## src/rtl/segment_writer_if.sv

```systemverilog
// DMA write-channel bundle between segment_writer (master) and the DMA write
// channel (slave).
//
// Handshake: dma_wr_en marks a valid request carrying dma_wr_addr/dma_wr_data
// for exactly one cycle. dma_wr_full acts as an inverted ready and is sampled
// by the master in the cycle it registers a request, so a request only appears
// on the cycle after a not-full sample. dma_wr_resp pulses once per
// acknowledged write.
interface segment_writer_if #(
    parameter int ADDR_WIDTH = 64,
    parameter int DATA_WIDTH = 512
);
    logic                  dma_wr_full;
    logic                  dma_wr_en;
    logic [ADDR_WIDTH-1:0] dma_wr_addr;
    logic [DATA_WIDTH-1:0] dma_wr_data;
    logic                  dma_wr_resp;

    modport master (
        input  dma_wr_full,
        input  dma_wr_resp,
        output dma_wr_en,
        output dma_wr_addr,
        output dma_wr_data
    );

    modport slave (
        output dma_wr_full,
        output dma_wr_resp,
        input  dma_wr_en,
        input  dma_wr_addr,
        input  dma_wr_data
    );
endinterface

```

## src/rtl/segment_writer.sv

```systemverilog
// segment_writer: on go, writes SEG_LINES cachelines to each of four segments
// (s0..s3) through the DMA write channel, counts write responses on cv_value
// and raises done once every issued write has been acknowledged.
//
// Optional feature macro: SEGMENT_WRITER_SKIP_NULL_EN
//   defined   -> segments whose latched base is 0 are skipped entirely.
//   undefined -> base 0 is an ordinary address; all four segments are written.
module segment_writer #(
    parameter int ADDR_WIDTH = 64,
    parameter int DATA_WIDTH = 512,
    parameter int SEG_LINES  = 16
) (
    input  logic                  clk,
    input  logic                  rst_n,
    input  logic [ADDR_WIDTH-1:0] wr_addr_s0,
    input  logic [ADDR_WIDTH-1:0] wr_addr_s1,
    input  logic [ADDR_WIDTH-1:0] wr_addr_s2,
    input  logic [ADDR_WIDTH-1:0] wr_addr_s3,
    input  logic                  go,
    output logic                  done,
    output logic [ADDR_WIDTH-1:0] cv_value,
    output logic [1:0]            dbg_state,
    segment_writer_if.master      dma
);

    localparam int LW = (SEG_LINES > 1) ? $clog2(SEG_LINES) : 1;

    typedef enum logic [1:0] {IDLE, WRITE, DRAIN, DONE} state_t;

    state_t                state;
    logic [ADDR_WIDTH-1:0] base [4];
    logic [3:0]            seg_mask;
    logic [1:0]            seg_idx;
    logic [LW-1:0]         line_idx;
    logic [ADDR_WIDTH-1:0] target;

    logic [3:0]            go_mask;
    logic [1:0]            go_first;
    logic                  go_any;
    logic [2:0]            go_pop;
    logic [1:0]            nxt_seg;
    logic                  nxt_any;
    logic [63:0]           issue_word;

    assign dbg_state = state;

    // Segment selection: which segments take part in a run, the first one,
    // how many there are, and the next active segment after the current one.
    always_comb begin
`ifdef SEGMENT_WRITER_SKIP_NULL_EN
        go_mask = {wr_addr_s3 != '0, wr_addr_s2 != '0,
                   wr_addr_s1 != '0, wr_addr_s0 != '0};
`else
        go_mask = 4'hf;
`endif
        go_any   = 1'b0;
        go_first = 2'd0;
        go_pop   = 3'd0;
        nxt_any  = 1'b0;
        nxt_seg  = 2'd0;
        for (int i = 3; i >= 0; i--) begin
            if (go_mask[i]) begin
                go_any   = 1'b1;
                go_first = 2'(i);
            end
            if (seg_mask[i] && (i > int'(seg_idx))) begin
                nxt_any = 1'b1;
                nxt_seg = 2'(i);
            end
        end
        for (int i = 0; i < 4; i++) begin
            if (go_mask[i]) begin
                go_pop = go_pop + 3'd1;
            end
        end
        issue_word = {32'(seg_idx), 32'(line_idx)};
    end

    // Control FSM with registered request outputs and response counter.
    always_ff @(posedge clk) begin
        if (!rst_n) begin
            state           <= IDLE;
            for (int i = 0; i < 4; i++) begin
                base[i] <= '0;
            end
            seg_mask        <= '0;
            seg_idx         <= '0;
            line_idx        <= '0;
            target          <= '0;
            done            <= 1'b0;
            cv_value        <= '0;
            dma.dma_wr_en   <= 1'b0;
            dma.dma_wr_addr <= '0;
            dma.dma_wr_data <= '0;
        end else begin
            dma.dma_wr_en <= 1'b0;
            case (state)
                IDLE, DONE: begin
                    if (go) begin
                        base[0]  <= wr_addr_s0;
                        base[1]  <= wr_addr_s1;
                        base[2]  <= wr_addr_s2;
                        base[3]  <= wr_addr_s3;
                        seg_mask <= go_mask;
                        seg_idx  <= go_first;
                        line_idx <= '0;
                        target   <= ADDR_WIDTH'(SEG_LINES) * ADDR_WIDTH'(go_pop);
                        cv_value <= '0;
                        done     <= 1'b0;
                        state    <= go_any ? WRITE : DRAIN;
                    end
                end
                WRITE: begin
                    if (dma.dma_wr_resp) begin
                        cv_value <= cv_value + 1'b1;
                    end
                    if (!dma.dma_wr_full) begin
                        dma.dma_wr_en   <= 1'b1;
                        dma.dma_wr_addr <= base[seg_idx] + ADDR_WIDTH'(line_idx);
                        dma.dma_wr_data <= {(DATA_WIDTH/64){issue_word}};
                        if (line_idx == LW'(SEG_LINES - 1)) begin
                            line_idx <= '0;
                            if (nxt_any) begin
                                seg_idx <= nxt_seg;
                            end else begin
                                state <= DRAIN;
                            end
                        end else begin
                            line_idx <= line_idx + LW'(1);
                        end
                    end
                end
                DRAIN: begin
                    if (dma.dma_wr_resp) begin
                        cv_value <= cv_value + 1'b1;
                    end
                    if (cv_value == target) begin
                        done  <= 1'b1;
                        state <= DONE;
                    end
                end
                default: state <= IDLE;
            endcase
        end
    end

endmodule

```

## src/flat_wrapper.sv

```systemverilog
// flat-port wrapper written by rule: the top's interface ports become plain ports
module segment_writer_flat 
#(
    parameter int ADDR_WIDTH = 64,
    parameter int DATA_WIDTH = 512,
    parameter int SEG_LINES  = 16
)
  (clk, rst_n, wr_addr_s0, wr_addr_s1, wr_addr_s2, wr_addr_s3, go, done, cv_value, dbg_state, dma_dma_wr_full, dma_dma_wr_resp, dma_dma_wr_en, dma_dma_wr_addr, dma_dma_wr_data);
  segment_writer_if #(.ADDR_WIDTH(ADDR_WIDTH), .DATA_WIDTH(DATA_WIDTH)) dma_i ();
  input  logic clk;
  input  logic rst_n;
  input  logic [ADDR_WIDTH-1:0] wr_addr_s0;
  input  logic [ADDR_WIDTH-1:0] wr_addr_s1;
  input  logic [ADDR_WIDTH-1:0] wr_addr_s2;
  input  logic [ADDR_WIDTH-1:0] wr_addr_s3;
  input  logic go;
  output logic done;
  output logic [ADDR_WIDTH-1:0] cv_value;
  output logic [1:0] dbg_state;
  input wire logic [$bits(dma_i.dma_wr_full)-1:0] dma_dma_wr_full;
  input wire logic [$bits(dma_i.dma_wr_resp)-1:0] dma_dma_wr_resp;
  output wire logic [$bits(dma_i.dma_wr_en)-1:0] dma_dma_wr_en;
  output wire logic [$bits(dma_i.dma_wr_addr)-1:0] dma_dma_wr_addr;
  output wire logic [$bits(dma_i.dma_wr_data)-1:0] dma_dma_wr_data;
  assign dma_i.dma_wr_full = dma_dma_wr_full;
  assign dma_i.dma_wr_resp = dma_dma_wr_resp;
  assign dma_dma_wr_en = dma_i.dma_wr_en;
  assign dma_dma_wr_addr = dma_i.dma_wr_addr;
  assign dma_dma_wr_data = dma_i.dma_wr_data;
  segment_writer #(.ADDR_WIDTH(ADDR_WIDTH), .DATA_WIDTH(DATA_WIDTH), .SEG_LINES(SEG_LINES)) u_core (.clk(clk), .rst_n(rst_n), .wr_addr_s0(wr_addr_s0), .wr_addr_s1(wr_addr_s1), .wr_addr_s2(wr_addr_s2), .wr_addr_s3(wr_addr_s3), .go(go), .done(done), .cv_value(cv_value), .dbg_state(dbg_state), .dma(dma_i));
endmodule
```

## config.mk

```make
export PLATFORM = sky130hd
export DESIGN_NAME = segment_writer_flat
export DESIGN_NICKNAME = d
export VERILOG_FILES = /design/src/rtl/segment_writer_if.sv /design/src/rtl/segment_writer.sv /design/src/flat_wrapper.sv
export SDC_FILE = /design/constraint.sdc
export NUM_CORES = 1
export LEC_CHECK = 0
export CAP_MARGIN = 10
export CORE_AREA = 2 2 353 355
export CTS_CLUSTER_SIZE = 14
export DETAILED_ROUTE_END_ITERATION = 10
export DIE_AREA = 0 0 355 357
export PLACE_DENSITY_LB_ADDON = 0.3
export SYNTH_ARGS = -nofsm -noshare
export SYNTH_HDL_FRONTEND = slang
export SYNTH_SLANG_ARGS = --single-unit
```

## constraint.sdc

```tcl
create_clock -name clk -period 11.6 [get_ports clk]
set_input_delay 3.48 -clock clk [delete_from_list [all_inputs] [get_ports clk]]
set_output_delay 3.48 -clock clk [all_outputs]
set_load 0.03 [all_outputs]
```

==> metrics.md, run 1 <==
| Metric | Value |
|---|---|
| Slowest CP cell | inv_2 |
| Required @ worst endpoint | between 10 and 15 ns |
| Top Family by Delay on Critical Path | buffers and inverters |
| GRT Total Usage | 10.6% |
| Vias/cell | between 3 and 4 |
| Slowest stage delay, CP | 0.71 ns |
| Crit end category | flop |
| Slew HR | 7.37% |
| CP Class | input port to flop |
| Worst path arrival time | 6.50 ns |
| Commonest cells in the netlist | buf_4 (510), and2_1 (266), edfxtp_1 (256) |
| FFs w/ async S/R, synth | 0% |
| Cells on worst reg2reg path | 10 |
| Flop2flop setup slack | around 6.8 ns |
| Nets | 2710 |
| Skew final | roughly 0.028 ns |
| I/O pins | 905 |
| Ranking of synthesized cells by area | edfxtp_1 (34%), buf_4 (17%), dfxtp_1 (13%), and2_1 (7.4%), mux4_2 (4.4%) |
| Number of DRC markers in iteration 0 | 862 |
| Hold_ws | 0.453 ns |
| Mux cell area share after synthesis | 6.80% |
| Antenna violations before repair | 10 |
| Grt total ovfl | 0 |
| EDFF count, synth | 256 |
| Share of the synthesized area in the top cell type | 34.0% |
| Via count | 15000 |
| Post-CTS Setup Bufs | 0 |
| Leakage | 10.4 nW |
| Post_cts resized | 0 |
| Final hold violations | 0 |
| Post-Synth Adder-Cell Area | 0.697% |
| Count of state elements after synthesis | 403 |
| RSZ-0062 raised after global routing | no |
| Gpl congestion | slightly below 0.8 |
| Initial DRT Pass Iterations | 5 |
| P per Cell Area | 183 nW/um^2 |
| Fmax | 159 MHz |
| Top-count cell post-synth | buf_4 |
| Worst path bufs/invs | 5 |
| Die Wd | 355 um |
| # H-tree levels | 2 |
| # setup viols final | 0 |
| Simple-gate area share of the yosys netlist | 18.1% |
| # rows | 129 |
| Syn avg cell area | 10.9 sq um |
| Final worst setup slack | 5.33 ns |
| Netlist cell types | 65 |
| Critical Path Source Type | input port |
| Cells on Worst Hold Path | 2 |
| CTS tree | built |
| Clock Latency Late Sink | between 0.6 and 0.7 ns |
| Main combinational cell family by area after synthesis | buffers and inverters |
| Mapped Area | 22600 sq um |
| Worst-path clk slew | 0.06 ns |
| Post-Route WL | 70800 um |
| Worst VDD drop | 0.000104 V |
| CTS buffer count | 52 |
| Largest net degree at the start of global routing | 258 |
| Hold Startpoint | u_core.dma.dma_wr_addr[4] |
| Worst-path fanout max | 183 |
| Fraction of layout cells with a size suffix above 1 | 6.45% |
| Status | finished clean |
| Yosys warning count | 0 |
| WHS Endpoint | u_core.dma.dma_wr_addr[4] |
| Synth Area in Compound Gates | 5.31% |
| Area grow syn2layout | 25.6% |
| Slew Limit Fails | 0 |
| Post-synthesis sequential area ratio | 47.0% |
| Syn Inst Count | around 2100 |
| I/O Buffers | 440 |
| Hold-fix buffers, CTS | 0 |
| Hold crit path type | flop to flop |
| Setup TNS | 0 ns |
| Vias in the first global route | about 14000 |
| Placeable Area | 123000 sq um |
| Sink Count | 403 |
| CTS root buffer | clkbuf_16 |
| Die area | roughly 130000 sq um |
| Commonest register cell after synthesis | edfxtp_1 |
| Clk buf depth | 3 |
| DRC errors left | 0 |
| Worst-path cell chain | buf_2 > inv_2 > a21oi_1 > buf_4 > inv_8 > buf_12 |
| Final Critical Period | ~6.3 ns |
| Total of max-cap violations | 0 |
| Synth Area in XOR/XNOR | 2.91% |
| Die Ht | 357 um |
| Starting Density | 18.4% |
| DR WL/cell | around 17 um |
| First-pass GRT wire length | 98300 um |
| Worst r2r dst | u_core.dma.dma_wr_addr[62] |
| Largest area contributor in the synthesized netlist | edfxtp_1 |
| Place WS | 4.80 ns |
| Post-route ant nets | 0 |
| HPWL Detailed | ~53000 um |
| Worst-Margin Slew | 1.39 ns |
| Final Cycle Share | a little over half |
## area by class of cell
| cell class | count | area (sq um) |
|---|---|---|
| Timing Repair Buffer | 452 | 4510 |
| Clock inverter | 30 | 308 |
| Clock buffer | 66 | 1430 |
| Multi-Input combinational cell | 1513 | 9400 |
| Sequential cell | 403 | 10600 |
| Antenna cell | 4 | 10.0 |
| Inverter | 15 | 63.8 |
| Tap cell | 1637 | 2050 |
| Fill cell | 13200 | 94600 |
## worst max-delay path by stage
stage	startpoint	to	slack (ns)	cells after the start
after floorplan	rst_n	u_core.base[0][0]	3.52	6
after global routing	rst_n	u_core.base[0][49]	5.19	6
after detailed placement	rst_n	u_core.base[0][28]	4.80	6
after CTS	rst_n	u_core.base[2][25]	5.53	6
final	rst_n	u_core.base[3][47]	5.33	6
after global placement	rst_n	u_core.base[3][9]	4.81	6
## report_power, final
| part | internal [mW] | switching [mW] | total (mW) |
|---|---|---|---|
| clock | 0.967 | 0.695 | 1.66 |
| sequential | 1.92 | 0.134 | 2.06 |
| combinational | 0.502 | 0.967 | 1.47 |
## layout by cell type, fill, tap and decap left out, types with 9 or more instances in the layout
master / Yosys / routed
a211oi_1: 22 / 22
a21oi_1: 34 / 34
a311oi_1: 9 / 9
a31oi_1: 22 / 22
and2_1: 266 / 266
and3_1: 19 / 19
and4_1: 18 / 18
buf_4: 510 / 10
clkbuf_1: 68 / 10
clkbuf_16: 0 / 55
clkdlybuf4s50_1: 0 / 439
clkinv_2: 0 / 10
conb_1: 1 / 464
dfxtp_1: 147 / 145
edfxtp_1: 256 / 256
ha_1: 11 / 11
inv_1: 14 / 13
mux4_1: 20 / 20
mux4_2: 44 / 44
nand2_1: 79 / 79
nand3_1: 58 / 58
nand4_1: 35 / 35
nor2_1: 99 / 98
nor3_1: 27 / 27
nor4_1: 31 / 31
o21ai_0: 55 / 55
o31ai_1: 11 / 11
or3_1: 16 / 16
or4_1: 22 / 22
xnor2_1: 38 / 38
xor2_1: 37 / 37
## worst min-delay path: stages, from the launching register on
cell and delay, ns:
dfxtp_1 0.31, nand2_1 0.05, a21oi_1 0.05
## per-layer routing
metal  share of wire (%)  track usage [%]
met2                  46             16.6
met1                  43             13.8
met3                 9.2             3.67
met5               0.018                0
met4                 1.8             2.64
## kinds of logic after synthesis
group / Yosys count
other cells: 1
compound gates: 188
buf+inv: 617
fa+ha+maj: 12
xor+xnor: 75
flops: 403
mux: 66
simple gates: 708
## sequential cells by signal (all words and copies together), names as in the netlist, named ones only
signal / flops
u_core.line_idx: 4
u_core.dbg_state: 2
u_core.base: 256
u_core.done: 1
u_core.seg_idx: 2
u_core.dma.dma_wr_en: 1
u_core.dma.dma_wr_addr: 64
u_core.dma.dma_wr_data: 6
u_core.seg_mask: 1
u_core.cv_value: 64
## stage by stage
| step | util [%] | instances | instance area, sq um | power (mW) |
|---|---|---|---|---|
| floorplan | - | 2533 | 24300 | 3.18 |
| global placement | 21.7 | 4020 | 26700 | 3.58 |
| detailed placement | 21.7 | 4020 | 26700 | 3.59 |
| CTS | 23.1 | 4116 | 28400 | 5.31 |
| global route | 23.1 | 4116 | 28400 | 5.48 |
| finish | 23.1 | 4120 | 28400 | 5.19 |
Power figures use the tool's default switching activity.
==> run 2: changes to the inputs <==
--- a/config.mk
+++ b/config.mk
@@ -6,10 +6,10 @@
 export NUM_CORES = 1
 export LEC_CHECK = 0
 export CAP_MARGIN = 10
-export CORE_AREA = 2 2 353 355
+export CORE_AREA = 2 2 357 359
 export CTS_CLUSTER_SIZE = 14
 export DETAILED_ROUTE_END_ITERATION = 10
-export DIE_AREA = 0 0 355 357
+export DIE_AREA = 0 0 359 361
 export PLACE_DENSITY_LB_ADDON = 0.3
 export SYNTH_ARGS = -nofsm -noshare
 export SYNTH_HDL_FRONTEND = slang
==> constraint.sdc (replaced) <==
create_clock -name clk -period 6.47 [get_ports clk]
set_input_delay 1.941 -clock clk [delete_from_list [all_inputs] [get_ports clk]]
set_output_delay 1.941 -clock clk [all_outputs]
set_load 0.03 [all_outputs]
==> run 2 against run 1 <==
Effect of this change: critical path depth up 1; critical endpoint is now u_core.cv_value[56]; clock skew is 0.0019 ns higher; routed wire length increased by 2.7%; clock-buffer cell count shrank 1; cell count grew 0.36%; power grew 77%; worst setup slack lost 3.3 ns; largest cell class unchanged; clock power is 72% higher.
==> metrics.md, run 2 (synthesis gave the netlist of run 1 again) <==
| Metric | Value |
|---|---|
| Top Family by Delay on Critical Path | simple AND/OR/NAND/NOR gates |
| Number of DRC markers in iteration 0 | 834 |
| Clock Power Share | 30.9% |
| Post-CTS Setup Bufs | 0 |
| Max FFs per register | 256 |
| Vias/cell | 3.65 |
| # setup viols final | 0 |
| Die area | 130000 sq um |
| Leakage | 10.4 nW |
| Fraction of layout cells with a size suffix above 1 | under 10% |
| Commonest non-fill, non-tap cell in the layout | conb_1 |
| Nets | 2714 |
| CTS tree | built |
| Fmax | 224 MHz |
| Placeable Area | 125000 sq um |
| # rows | 130 |
| Setup TNS | 0 ns |
| Area grow syn2layout | 25.6% |
| Clock Latency Late Sink | 0.64 ns |
| Grt total ovfl | 0 |
| Die Wd | 359 um |
| # H-tree levels | 2 |
| Final Cycle Share | ~69% |
| Worst-path cell chain | clkdlybuf4s50_1 > mux2_2 > nand3_1 > nor4_4 > nand4_1 > o311ai_0 > o41ai_1 |
| Combinational share of power | between 20% and 30% |
| Hold-fix buffers, CTS | 0 |
| DRC errors left | 0 |
| Clk buf depth | 3 |
| Largest net degree at the start of global routing | about 100 |
| Worst-Margin Slew | between 0.9 and 1 ns |
| Crit end category | flop |
| Worst path bufs/invs | 1 |
| HPWL Detailed | 55000 um |
| Switching Fraction | 35.0% |
| Status | finished clean |
| CTS buffer count | 51 |
| Hold_ws | 0.454 ns |
| Post_cts resized | 0 |
| Total of max-cap violations | 0 |
| Sequential share of power | 39.8% |
| I/O pins | 905 |
| CP Class | input port to flop |
| GRT Total Usage | 10.7% |
| Starting Density | 18.0% |
| Worst-path clk slew | 0.06 ns |
| DR WL/cell | 17.6 um |
| Required @ worst endpoint | 6.97 ns |
| Worst path arrival time | 4.97 ns |
| Slowest stage delay, CP | 0.67 ns |
| RSZ-0062 raised after global routing | no |
| Skew final | 0.0295 ns |
| Vias in the first global route | 14300 |
| Worst VDD drop | 0.000168 V |
| Final hold violations | 0 |
| CTS root buffer | clkbuf_16 |
| Via count | 15100 |
| P per Cell Area | 324 nW/um^2 |
| Reg with most FFs | u_core.base |
| Post-route ant nets | 0 |
| Initial DRT Pass Iterations | 5 |
| Largest regs | u_core.base x256, u_core.cv_value x64, u_core.dma.dma_wr_addr x64 |
| Slowest CP cell | nand4_1 |
| P_int | 5.98 mW |
| Switching power | 3.23 mW |
| Most frequent cells in the layout | conb_1 (464), clkdlybuf4s50_1 (439), and2_1 (266) |
| Critical Path Source Type | input port |
| Final Critical Period | approximately 4.5 ns |
| Slew Limit Fails | 0 |
| Die Ht | about 360 um |
| I/O Buffers | 440 |
| Hold crit path type | flop to flop |
| Gpl congestion | 0.791 |
| Sink Count | 403 |
| Post-Route WL | between 70000 and 80000 um |
| Antenna violations before repair | 18 |
| Slew HR | 36.8% |
| Worst-path fanout max | 20 |
| First-pass GRT wire length | ~100000 um |
-- run 2: cell types whose count changed in the layout (fill, tap and decap cells not counted), sizes merged --
| cell | before | now |
|---|---|---|
| clkinvlp | 2 | 3 |
| clkinv | 19 | 22 |
| diode | 4 | 3 |
| inv | 20 | 17 |
| clkbuf | 66 | 65 |
| bufinv | 4 | 2 |
| buf | 13 | 18 |
-- run 2: metal layers --
| layer | vias to the layer above | global-route usage [%] | share of wire, % | wire, um |
|---|---|---|---|---|
| li1 | 7135 | - | - | - |
| met1 | 7272 | 13.4 | 42 | 30500 |
| met2 | 584 | 16.9 | 46 | 33600 |
| met3 | 88 | 4.44 | 9.6 | 6990 |
| met4 | 14 | 2.69 | 2.1 | 1560 |
| met5 | - | 0 | 0.12 | 84 |
-- run 2: power groups by stage --
stage                     clock network, mW  registers [mW]  logic [mW]
after CTS                              2.97            3.68        2.77
after global placement                    0            3.72        2.75
after floorplan                           0            3.83        1.83
final                                  2.85            3.66        2.70
after detailed placement                  0            3.72        2.76
after global routing                   3.06            3.73        2.94
-- run 2: area by class of cell --
type                       instances  area (sq um)
multi-input combinational       1513          9400
clock inverter                    29           240
antenna                            3          7.51
sequential                       403         10600
timing repair buffer             457          4590
clock buffer                      65          1400
inverter                          15          63.8
tap                             1650          2060
fill                           13600         97000
-- run 2: path summary, 6_finish.rpt --
kind | cells past startpoint | from | slack (ns) | endpoint
max | 7 | go | 2.00 | u_core.cv_value[56]
min | 2 | u_core.dma.dma_wr_addr[3] | 0.45 | u_core.dma.dma_wr_addr[3]
max reg2reg | 8 | flop | 2.15 | u_core.dma.dma_wr_addr[55]
min reg2reg | 2 | u_core.dma.dma_wr_addr[3] | 0.45 | u_core.dma.dma_wr_addr[3]
-- run 2: stage by stage --
stage / power (mW) / utilization, % / setup WS, ns / std cells / instance area (sq um)
after floorplan: 5.66 / - / 1.38 / 2533 / 24400
after global routing: 9.73 / 22.6 / 1.65 / 4132 / 28400
after CTS: 9.42 / 22.6 / 1.91 / 4132 / 28400
after global placement: 6.47 / 21.3 / 1.46 / 4038 / 26800
final: 9.21 / 22.7 / 2.00 / 4135 / 28400
after detailed placement: 6.48 / 21.3 / 1.39 / 4038 / 26800
-- run 2: tightest hold or removal path, stage by stage, from the launching register on --
cell     delay (ns)
dfxtp_1        0.31
nand2_1        0.05
a21oi_1        0.05
